## src/rtl/scanchain_reader.sv

```systemverilog
// Scan-chain read-back engine: shifts an address into the chip, runs one capture period, then
// shifts the addressed word out of scan_out. Define SCANCHAIN_READER_PARITY_EN for a trailing even-parity bit.
module scanchain_reader #(
  parameter int CLOCK_FREQ          = 100_000_000,
  parameter int CLOCKS_PER_SCAN_CLK = 100_000,
  parameter int ADDR_BITS           = 12,
  parameter int PAYLOAD_BITS        = 160
) (
  input  logic                    clk,
  input  logic                    n_reset,
  input  logic                    read_valid,
  output logic                    read_ready,
  input  logic [ADDR_BITS-1:0]    read_addr,
  output logic                    read_data_valid,
  input  logic                    read_data_ready,
  output logic [PAYLOAD_BITS-1:0] read_data,
  output logic                    read_err,
  output logic                    scan_clk,
  output logic                    scan_en,
  output logic                    scan_in,
  input  logic                    scan_out
);

`ifdef SCANCHAIN_READER_PARITY_EN
  localparam int PARITY_BITS = 1;
`else
  localparam int PARITY_BITS = 0;
`endif
  localparam int DATA_BITS = PAYLOAD_BITS + PARITY_BITS;
  localparam int MAX_BITS  = (ADDR_BITS > PAYLOAD_BITS + 1) ? ADDR_BITS : PAYLOAD_BITS + 1;
  localparam int BIT_W     = $clog2(MAX_BITS) + 1;
  localparam int CYC_W     = $clog2(CLOCKS_PER_SCAN_CLK);

  localparam logic [CYC_W-1:0] CYC_LAST  = CYC_W'(CLOCKS_PER_SCAN_CLK - 1);
  localparam logic [CYC_W-1:0] CYC_HALF  = CYC_W'(CLOCKS_PER_SCAN_CLK / 2);
  localparam logic [BIT_W-1:0] ADDR_LAST = BIT_W'(ADDR_BITS - 1);
  localparam logic [BIT_W-1:0] DATA_LAST = BIT_W'(DATA_BITS - 1);

  if (CLOCKS_PER_SCAN_CLK < 8 || (CLOCKS_PER_SCAN_CLK % 2) != 0 || CLOCK_FREQ <= 0) begin : g_bad_params
    $error("scanchain_reader: CLOCKS_PER_SCAN_CLK must be even and at least 8");
  end

  typedef enum logic [2:0] {S_IDLE, S_ADDR, S_CAPTURE, S_DATA, S_DONE} state_e;

  state_e                  state_q, state_d;
  logic [CYC_W-1:0]        cyc_q, cyc_d;
  logic [BIT_W-1:0]        bit_q, bit_d;
  logic [ADDR_BITS-1:0]    addr_q, addr_d;
  logic [DATA_BITS-1:0]    shift_q, shift_d;
  logic [PAYLOAD_BITS-1:0] data_q, data_d;
  logic [1:0]              sync_q, sync_d;
  logic                    scan_clk_q, scan_clk_d;
  logic                    scan_en_q, scan_en_d;
  logic                    scan_in_q, scan_in_d;
  logic                    period_end;
  logic                    active_d;
`ifdef SCANCHAIN_READER_PARITY_EN
  logic                    err_q, err_d;
`endif

  always_comb begin
    // NOTE: every signal written here gets a default first, so no latch can be inferred.
    state_d    = state_q;
    cyc_d      = cyc_q;
    bit_d      = bit_q;
    addr_d     = addr_q;
    shift_d    = shift_q;
    data_d     = data_q;
`ifdef SCANCHAIN_READER_PARITY_EN
    err_d      = err_q;
`endif
    sync_d     = {sync_q[0], scan_out};
    period_end = (cyc_q == CYC_LAST);

    if (state_q inside {S_ADDR, S_CAPTURE, S_DATA}) begin
      cyc_d = period_end ? '0 : cyc_q + CYC_W'(1);
    end

    unique case (state_q)
      S_IDLE: begin
        if (read_valid) begin
          state_d = S_ADDR;
          addr_d  = read_addr;
          cyc_d   = '0;
          bit_d   = '0;
        end
      end
      S_ADDR: begin
        if (period_end) begin
          addr_d = {addr_q[ADDR_BITS-2:0], 1'b0};
          if (bit_q == ADDR_LAST) begin
            state_d = S_CAPTURE;
            bit_d   = '0;
          end else begin
            bit_d = bit_q + BIT_W'(1);
          end
        end
      end
      S_CAPTURE: begin
        if (period_end) begin
          state_d = S_DATA;
          bit_d   = '0;
        end
      end
      S_DATA: begin
        // Sample on the last cycle of the high half, just before scan_clk falls and the chip shifts.
        if (period_end) begin
          shift_d = {shift_q[DATA_BITS-2:0], sync_q[1]};
          if (bit_q == DATA_LAST) begin
            state_d = S_DONE;
            bit_d   = '0;
            data_d  = shift_d[DATA_BITS-1 -: PAYLOAD_BITS];
`ifdef SCANCHAIN_READER_PARITY_EN
            err_d   = ^shift_d;
`endif
          end else begin
            bit_d = bit_q + BIT_W'(1);
          end
        end
      end
      S_DONE: begin
        if (read_data_ready) state_d = S_IDLE;
      end
      default: state_d = S_IDLE;
    endcase

    // Pin values are derived from the next state so they leave the flops glitch-free.
    active_d   = state_d inside {S_ADDR, S_CAPTURE, S_DATA};
    scan_clk_d = active_d && (cyc_d >= CYC_HALF);
    scan_en_d  = (state_d == S_ADDR) || (state_d == S_DATA);
    scan_in_d  = (state_d == S_ADDR) && addr_d[ADDR_BITS-1];
  end

  // NOTE: sequential state uses non-blocking assignments so every flop sees pre-edge values.
  always_ff @(posedge clk or negedge n_reset) begin
    if (!n_reset) begin
      state_q    <= S_IDLE;
      cyc_q      <= '0;
      bit_q      <= '0;
      addr_q     <= '0;
      // NOTE: the wide shift/data registers are reset as well; read_data must read 0 after reset.
      shift_q    <= '0;
      data_q     <= '0;
      sync_q     <= '0;
      scan_clk_q <= 1'b0;
      scan_en_q  <= 1'b0;
      scan_in_q  <= 1'b0;
`ifdef SCANCHAIN_READER_PARITY_EN
      err_q      <= 1'b0;
`endif
    end else begin
      state_q    <= state_d;
      cyc_q      <= cyc_d;
      bit_q      <= bit_d;
      addr_q     <= addr_d;
      shift_q    <= shift_d;
      data_q     <= data_d;
      sync_q     <= sync_d;
      scan_clk_q <= scan_clk_d;
      scan_en_q  <= scan_en_d;
      scan_in_q  <= scan_in_d;
`ifdef SCANCHAIN_READER_PARITY_EN
      err_q      <= err_d;
`endif
    end
  end

  assign read_ready      = (state_q == S_IDLE);
  assign read_data_valid = (state_q == S_DONE);
  assign read_data       = data_q;
  assign scan_clk        = scan_clk_q;
  assign scan_en         = scan_en_q;
  assign scan_in         = scan_in_q;
`ifdef SCANCHAIN_READER_PARITY_EN
  assign read_err        = err_q;
`else
  assign read_err        = 1'b0;
`endif

endmodule

```

## config.mk

```make
export PLATFORM = sky130hd
export DESIGN_NAME = scanchain_reader
export DESIGN_NICKNAME = d
export VERILOG_FILES = /design/src/rtl/scanchain_reader.sv
export SDC_FILE = /design/constraint.sdc
export NUM_CORES = 1
export LEC_CHECK = 0
export BUFFER_PORTS_ARGS = -buffer_cell sky130_fd_sc_hd__buf_2
export CORE_UTILIZATION = 56
export DETAILED_ROUTE_END_ITERATION = 8
export PLACE_DENSITY = 0.77
export RECOVER_POWER = 50
export SLEW_MARGIN = 40
export SYNTH_ARGS = -nofsm -noshare
export SYNTH_HDL_FRONTEND = slang
export SYNTH_SLANG_ARGS = --single-unit
```

## constraint.sdc

```tcl
create_clock -name clk -period 3.4 [get_ports clk]
set_clock_uncertainty 0.1 [all_clocks]
set_input_delay 0.17 -clock clk [delete_from_list [all_inputs] [get_ports clk]]
set_output_delay 0.17 -clock clk [all_outputs]
set_load 0.02 [all_outputs]
```

==> results.json, run 1 <==
{
  "clkPwrFrac_pct": 44.8,
  "async_flop_share_pct": 100,
  "setup_viol": 0,
  "grt_pass1_vias": 9609,
  "seq_area_um2": 9130,
  "startpoint_type": "flop",
  "ctsResizeCount": 0,
  "required_ns": 3.71,
  "wire_per_inst_um": 15.5,
  "grt_remaining_overflow": 0,
  "avgSynthCellArea_um2": 11.1,
  "io_pins": 183,
  "rows": 58,
  "clk_latency_ns": 0.52,
  "syn_area_um2": 14500,
  "p_seq_share_pct": 50.6,
  "totalNegativeSetupSlack_ns": 0,
  "cts_buffers": 38,
  "period_share_pct": 84.7,
  "synthDistinctLibCells": 52,
  "rr_startpoint": "cyc_q[12]$_DFF_PN0_",
  "cp_top_family": "simple AND/OR/NAND/NOR gates",
  "post-route-min-period_ns": 2.88,
  "maxSlewHeadroom_pct": -42.5,
  "multi_input_area_um2": 4970,
  "p_leak_nw": 8.79,
  "slowest_stage": "or4_1",
  "tightest_slew_ns": 2.14,
  "grt_first_pass_wirelength_mm": 47.3,
  "final_nets": 1505,
  "ys_top_cells_by_area": "dfrtp_1 63%, nand2_1 13%, mux2_2 12%",
  "maxCapViolations": 1,
  "dr.pass1.iters": 4,
  "r2r_slack_ns": 0.52,
  "path_buf_inv": 1,
  "status": "finished, violations left",
  "min_path_type": "in2reg",
  "violations": "capacitance limit, slew limit",
  "holdPathStages": 4,
  "power.density_nw_per_um2": 538,
  "antenna_left": 0,
  "crit_path_end_kind": "flop",
  "slew_viol_final": 75,
  "antenna_found_initial": 0,
  "rsz0062_at_grt": "false",
  "ys_seq_elements": 365,
  "vdd_ir_drop_max_mv": 0.407,
  "clock-sinks": 365,
  "fp.dieW_um": 163,
  "drive_above_1_share_pct": 18.5,
  "swShare_pct": 22.8,
  "ys_warn_count": 0,
  "clk_pin_slew_ns": 0.06,
  "crit_chain": "or4_1, nor4_2, nor4b_4, buf_4, nor2_1, a221o_1, and2_1",
  "die_y_um": 163,
  "track_usage_pct": 21.9,
  "synth_flop_cell": "dfrtp_1",
  "port_buffers": 181,
  "cts-hold-fix-buffers": 16,
  "post-route-drc-count": 0,
  "crit_arrival_ns": 3.19,
  "synth.top_cell.area_share_pct": 62.8,
  "clockBufferDepth": 3,
  "start_util_pct": 57.4,
  "num_vias": 9852,
  "clockRootBuffer": "clkbuf_16",
  "p_int_mw": 7.01,
  "syn2layout_area_growth_pct": 15.9,
  "cp_max_fo": 13,
  "nFillCells": 1955,
  "syn_inst": 1307,
  "grt_max_degree": 99,
  "cts_max_level": 2,
  "cts_tree": "built",
  "rr_worst_depth": 7,
  "fmax_ghz": 0.347,
  "synthMostInstantiatedCell": "nand2_1",
  "slowest_delay_ns": 0.55,
  "dpl.hpwl_mm": 17.1,
  "core-area_um2": 25300,
  "place.gp.congestion": 0.849,
  "finalHoldViolCount": 0,
  "synth_edf_count": 0,
  "mappedNetlistNets": 1327,
  "synthTopCellsByCount": "523 x nand2_1, 365 x dfrtp_1, 159 x mux2_2",
  "drt_iter0_drc": 827,
  "fin_util_pct": 66.6,
  "ys_seq_area_share_pct": 62.8,
  "power_switching_mw": 2.07,
  "diodes": 0,
  "r2r_end": "scan_in$_DFF_PN0_",
  "crit_type": "reg2reg",
  "drt-total-wl_mm": 28.5,
  "die-area_um2": 26600,
  "cts_setup_buffers": 0,
  "hold_end": "scan_en$_DFF_PN0_",
  "avgViaCountPerCell": 5.35,
  "min_from": "read_valid",
  "yosysTopAreaCell": "dfrtp_1",
  "pwr-share-comb_pct": 4.6
}
sequential cells by signal (all words and copies together), names as in the netlist:
register   cells
sync_q         2
bit_q          9
state_q        3
addr_q        12
scan_en        1
shift_q      159
scan_clk       1
cyc_q         17
read_data    160
scan_in        1
power by group through the flow:
stage          Sequential (mW)  Clock [mW]  Combinational [mW]
6_report                  4.59        4.07               0.420
5_1_grt                   4.60        4.32               0.479
4_1_cts                   4.58        4.16               0.427
3_5_place_dp              4.66           0               0.409
3_3_place_gp              4.65           0               0.395
2_1_floorplan             4.57           0               0.316
worst reg2reg max path: stages, from the launching register on:
cell     delay, ns
dfrtp_1       0.44
or4_1         0.55
nor4_2        0.47
nor4b_4       0.28
buf_4         0.23
nor2_1        0.17
a221o_1       0.38
and2_1        0.15
final cells by class:
| class | instances | share of cell area, % |
|---|---|---|
| clock inverter | 14 | 1.05 |
| sequential | 365 | 54.2 |
| tap | 330 | 2.45 |
| timing repair buffer | 211 | 6.49 |
| inverter | 6 | 0.134 |
| clock buffer | 51 | 6.23 |
| multi-input combinational | 863 | 29.5 |
layout by cell type (no fill, tap or decap), drive strengths merged, types with 6 or more instances in the layout:
cell / instances
a21oi: 7
a22oi: 10
and3: 7
and4: 6
buf: 52
clkbuf: 194
clkinv: 7
dfrtp: 365
dlygate4sd3: 16
inv: 8
mux2: 159
nand2: 523
nand3: 11
nor2: 29
nor3: 9
o21ai: 16
o31ai: 6
xnor2: 10
xor2: 6
kinds of logic after synthesis:
| kind of cell | Yosys count | synth area share (%) |
|---|---|---|
| compound gates | 57 | 2.61 |
| mux | 161 | 12.4 |
| fa+ha+maj | 3 | 0.258 |
| flops | 365 | 62.8 |
| xor+xnor | 16 | 0.963 |
| buf+inv | 79 | 3.16 |
| simple gates | 625 | 17.8 |
| other cells | 1 | 0.0258 |
worst max-delay path by stage:
stage                         from                        to  depth (start not counted)
6_report       cyc_q[12]$_DFF_PN0_         scan_in$_DFF_PN0_                          7
5_1_grt         cyc_q[0]$_DFF_PN0_        scan_clk$_DFF_PN0_                          7
4_1_cts        cyc_q[12]$_DFF_PN0_         scan_in$_DFF_PN0_                          7
3_5_place_dp   cyc_q[12]$_DFF_PN0_         scan_in$_DFF_PN0_                          7
3_3_place_gp   cyc_q[12]$_DFF_PN0_         scan_in$_DFF_PN0_                          7
2_1_floorplan  cyc_q[14]$_DFF_PN0_  shift_q[100]$_DFFE_PN0P_                          7
per-layer routing:
layer | routed length, um | GRT usage, % | vias to the layer above
met4 | 623 | 6.54 | 0
li1 | - | - | 4649
met1 | 13200 | 31.5 | 4894
met3 | 1420 | 4.24 | 59
met5 | 0 | 0 | -
met2 | 13300 | 34.1 | 250
metrics by stage:
| step | total power, mW | cell area, um^2 | setup slack (ns) | instances | hold WS, ns |
|---|---|---|---|---|---|
| 2_1_floorplan | 4.89 | 14500 | 0.853 | 1307 | -0.226 |
| 3_3_place_gp | 5.04 | 15700 | 0.641 | 1759 | 0.103 |
| 3_5_place_dp | 5.07 | 15700 | 0.579 | 1759 | 0.107 |
| 4_1_cts | 9.16 | 17100 | 0.563 | 1840 | 0.162 |
| 5_1_grt | 9.40 | 16900 | 0.382 | 1840 | 0.210 |
| 6_report | 9.07 | 16900 | 0.522 | 1840 | 0.170 |
(Power assumes the default switching activity.)
==> run 2, diff against run 1 <==
==> constraint.sdc (replaced) <==
create_clock -name clk -period 2.9 [get_ports clk]
set_clock_uncertainty 0.1 [all_clocks]
set_input_delay 0.145 -clock clk [delete_from_list [all_inputs] [get_ports clk]]
set_output_delay 0.145 -clock clk [all_outputs]
set_load 0.02 [all_outputs]
==> run 2 against run 1 <==
Compared with the run above:
- the flow still finishes with violations (capacitance limit, slew limit)
- sequential cell count is the same
- critical path type unchanged
- die area unchanged
- critical endpoint is now shift_q[61]$_DFFE_PN0P_
- critical path depth fell by 2
- worst setup slack got worse by 0.34 ns
==> results.json, run 2 (synthesis gave the netlist of run 1 again) <==
{
  "status": "finished, violations left",
  "violations": "capacitance limit, slew limit",
  "post-route-drc-count": 0,
  "p_seq_share_pct": 49.9,
  "pre_cts_slack_ns": 0.174,
  "largest_reg_flops": 160,
  "swShare_pct": 22.2,
  "clkPwrFrac_pct": 45.0,
  "totalNegativeSetupSlack_ns": 0,
  "antenna_left": 0,
  "finalHoldViolCount": 0,
  "die_y_um": 163,
  "dr.pass1.iters": 5,
  "layout_setup_ws_ns": 0.184,
  "num_vias": 9894,
  "drt-total-wl_mm": 28.4,
  "tightest_slew_ns": 1.91,
  "grt_remaining_overflow": 0,
  "p_total_mw": 10.7,
  "io_pins": 183,
  "fp.dieW_um": 163,
  "track_usage_pct": 22.3,
  "grt_max_degree": 104,
  "cts_buffers": 38,
  "min_path_type": "in2reg",
  "avgViaCountPerCell": 5.32,
  "die-area_um2": 26600,
  "start_util_pct": 57.4,
  "cts_tree": "built",
  "dpl.hpwl_mm": 17.5,
  "cts_max_level": 2,
  "diodes": 0,
  "nFillCells": 1963,
  "wire_per_inst_um": 15.3,
  "final_nets": 1522,
  "r2r_slack_ns": 0.18,
  "required_ns": 3.19,
  "grt_pass1_vias": 9847,
  "drt_iter0_drc": 713,
  "vdd_ir_drop_max_mv": 0.389,
  "rsz0062_at_grt": "false",
  "startpoint_type": "flop",
  "clockBufferDepth": 3,
  "final_cells": 1859,
  "p_int_mw": 8.34,
  "syn2layout_area_growth_pct": 17.7,
  "clock-sinks": 365,
  "fmax_ghz": 0.368,
  "core-area_um2": 25300,
  "clk_pin_slew_ns": 0.06,
  "maxCapViolations": 1,
  "maxSlewHeadroom_pct": -27.2,
  "cts_setup_buffers": 0,
  "crit_arrival_ns": 3.00,
  "rows": 58,
  "antenna_found_initial": 0,
  "crit_type": "reg2reg",
  "clockRootBuffer": "clkbuf_16",
  "dp.cells": 1776,
  "cp_max_fo": 75,
  "place.gp.congestion": 0.867,
  "crit_path_end_kind": "flop",
  "p_leak_nw": 9.19,
  "layout_common_cells": "523 x nand2_1, 365 x dfrtp_1, 159 x mux2_2, 100 x buf_2, 92 x clkbuf_1",
  "drive_above_1_share_pct": 23.3,
  "period_share_pct": 93.7,
  "grt_first_pass_wirelength_mm": 48.2,
  "port_buffers": 181,
  "post-route-min-period_ns": 2.72,
  "slew_viol_final": 76,
  "final_common_cell": "nand2_1",
  "pwr-share-comb_pct": 5.1,
  "power_switching_mw": 2.39,
  "power.density_nw_per_um2": 627,
  "setup_viol": 0,
  "clk_latency_ns": 0.51
}
==> run 2: changes by cell type in the layout (fill, tap and decap cells not counted), sizes merged <==
cell,before,now
clkinvlp,2,0
clkbuf,194,142
bufinv,3,2
buf,52,128
inv,8,6
==> run 2: metal layers <==
layer  global-route usage [%]  vias to the layer above  wire length [um]
met5                        0                        -                 0
met4                     6.03                        0               516
met1                     31.9                     4920             12900
li1                         -                     4669                 -
met3                     4.19                       48              1440
met2                     34.9                      257             13500
==> run 2: stage by stage <==
step	area [um^2]	hold WS [ns]	utilization, %
2_1_floorplan	14500	-0.251	-
3_3_place_gp	15800	0.0686	62.5
3_5_place_dp	15800	0.0692	62.5
4_1_cts	17200	0.0947	68.1
5_1_grt	17100	0.174	67.6
6_report	17100	0.118	67.6
==> run 2: cell type report <==
cell class / count / area [um^2] / area share (%)
Clock inverter: 9 / 98.8 / 0.577
Multi-Input combinational cell: 863 / 4980 / 29.1
Timing Repair Buffer: 228 / 1320 / 7.68
Inverter: 6 / 22.5 / 0.132
Tap cell: 330 / 413 / 2.41
Sequential cell: 365 / 9130 / 53.3
Clock buffer: 58 / 1160 / 6.77
==> run 2: path summary, 6_finish.rpt <==
| path | from | end | cells after the start |
|---|---|---|---|
| max | cyc_q[12]$_DFF_PN0_ | shift_q[61]$_DFFE_PN0P_ | 5 |
| min | read_valid | cyc_q[2]$_DFF_PN0_ | 4 |
| max reg2reg | cyc_q[12]$_DFF_PN0_ | shift_q[61]$_DFFE_PN0P_ | 5 |
| min reg2reg | sync_q[0]$_DFF_PN0_ | sync_q[1]$_DFF_PN0_ | 0 |
| max in group asynchronous | n_reset | shift_q[32]$_DFFE_PN0P_ | 3 |
| min in group asynchronous | n_reset | read_data[126]$_DFFE_PN0P_ | 2 |
==> run 2: what timing repair did <==
item | CTS | global route
setup endpoints to repair | 0 | 10
hold buffers | 16 | 0
gates resized for setup | 0 | 3
endpoints found under the hold margin | 92 | 0
==> run 2: power by group through the flow <==
stage	clock [mW]	combinational, mW	sequential [mW]
finish	4.83	0.552	5.35
global route	5.16	0.624	5.37
CTS	4.94	0.559	5.35
detailed placement	0	0.534	5.43
global placement	0	0.515	5.43
floorplan	0	0.371	5.36
==> run 2: critical path, stage by stage (launching register included) <==
cell     delay [ns]
dfrtp_1        0.44
or4_1          0.58
nor4_4         0.34
and4_4         0.36
buf_16         0.32
mux2_2         0.39
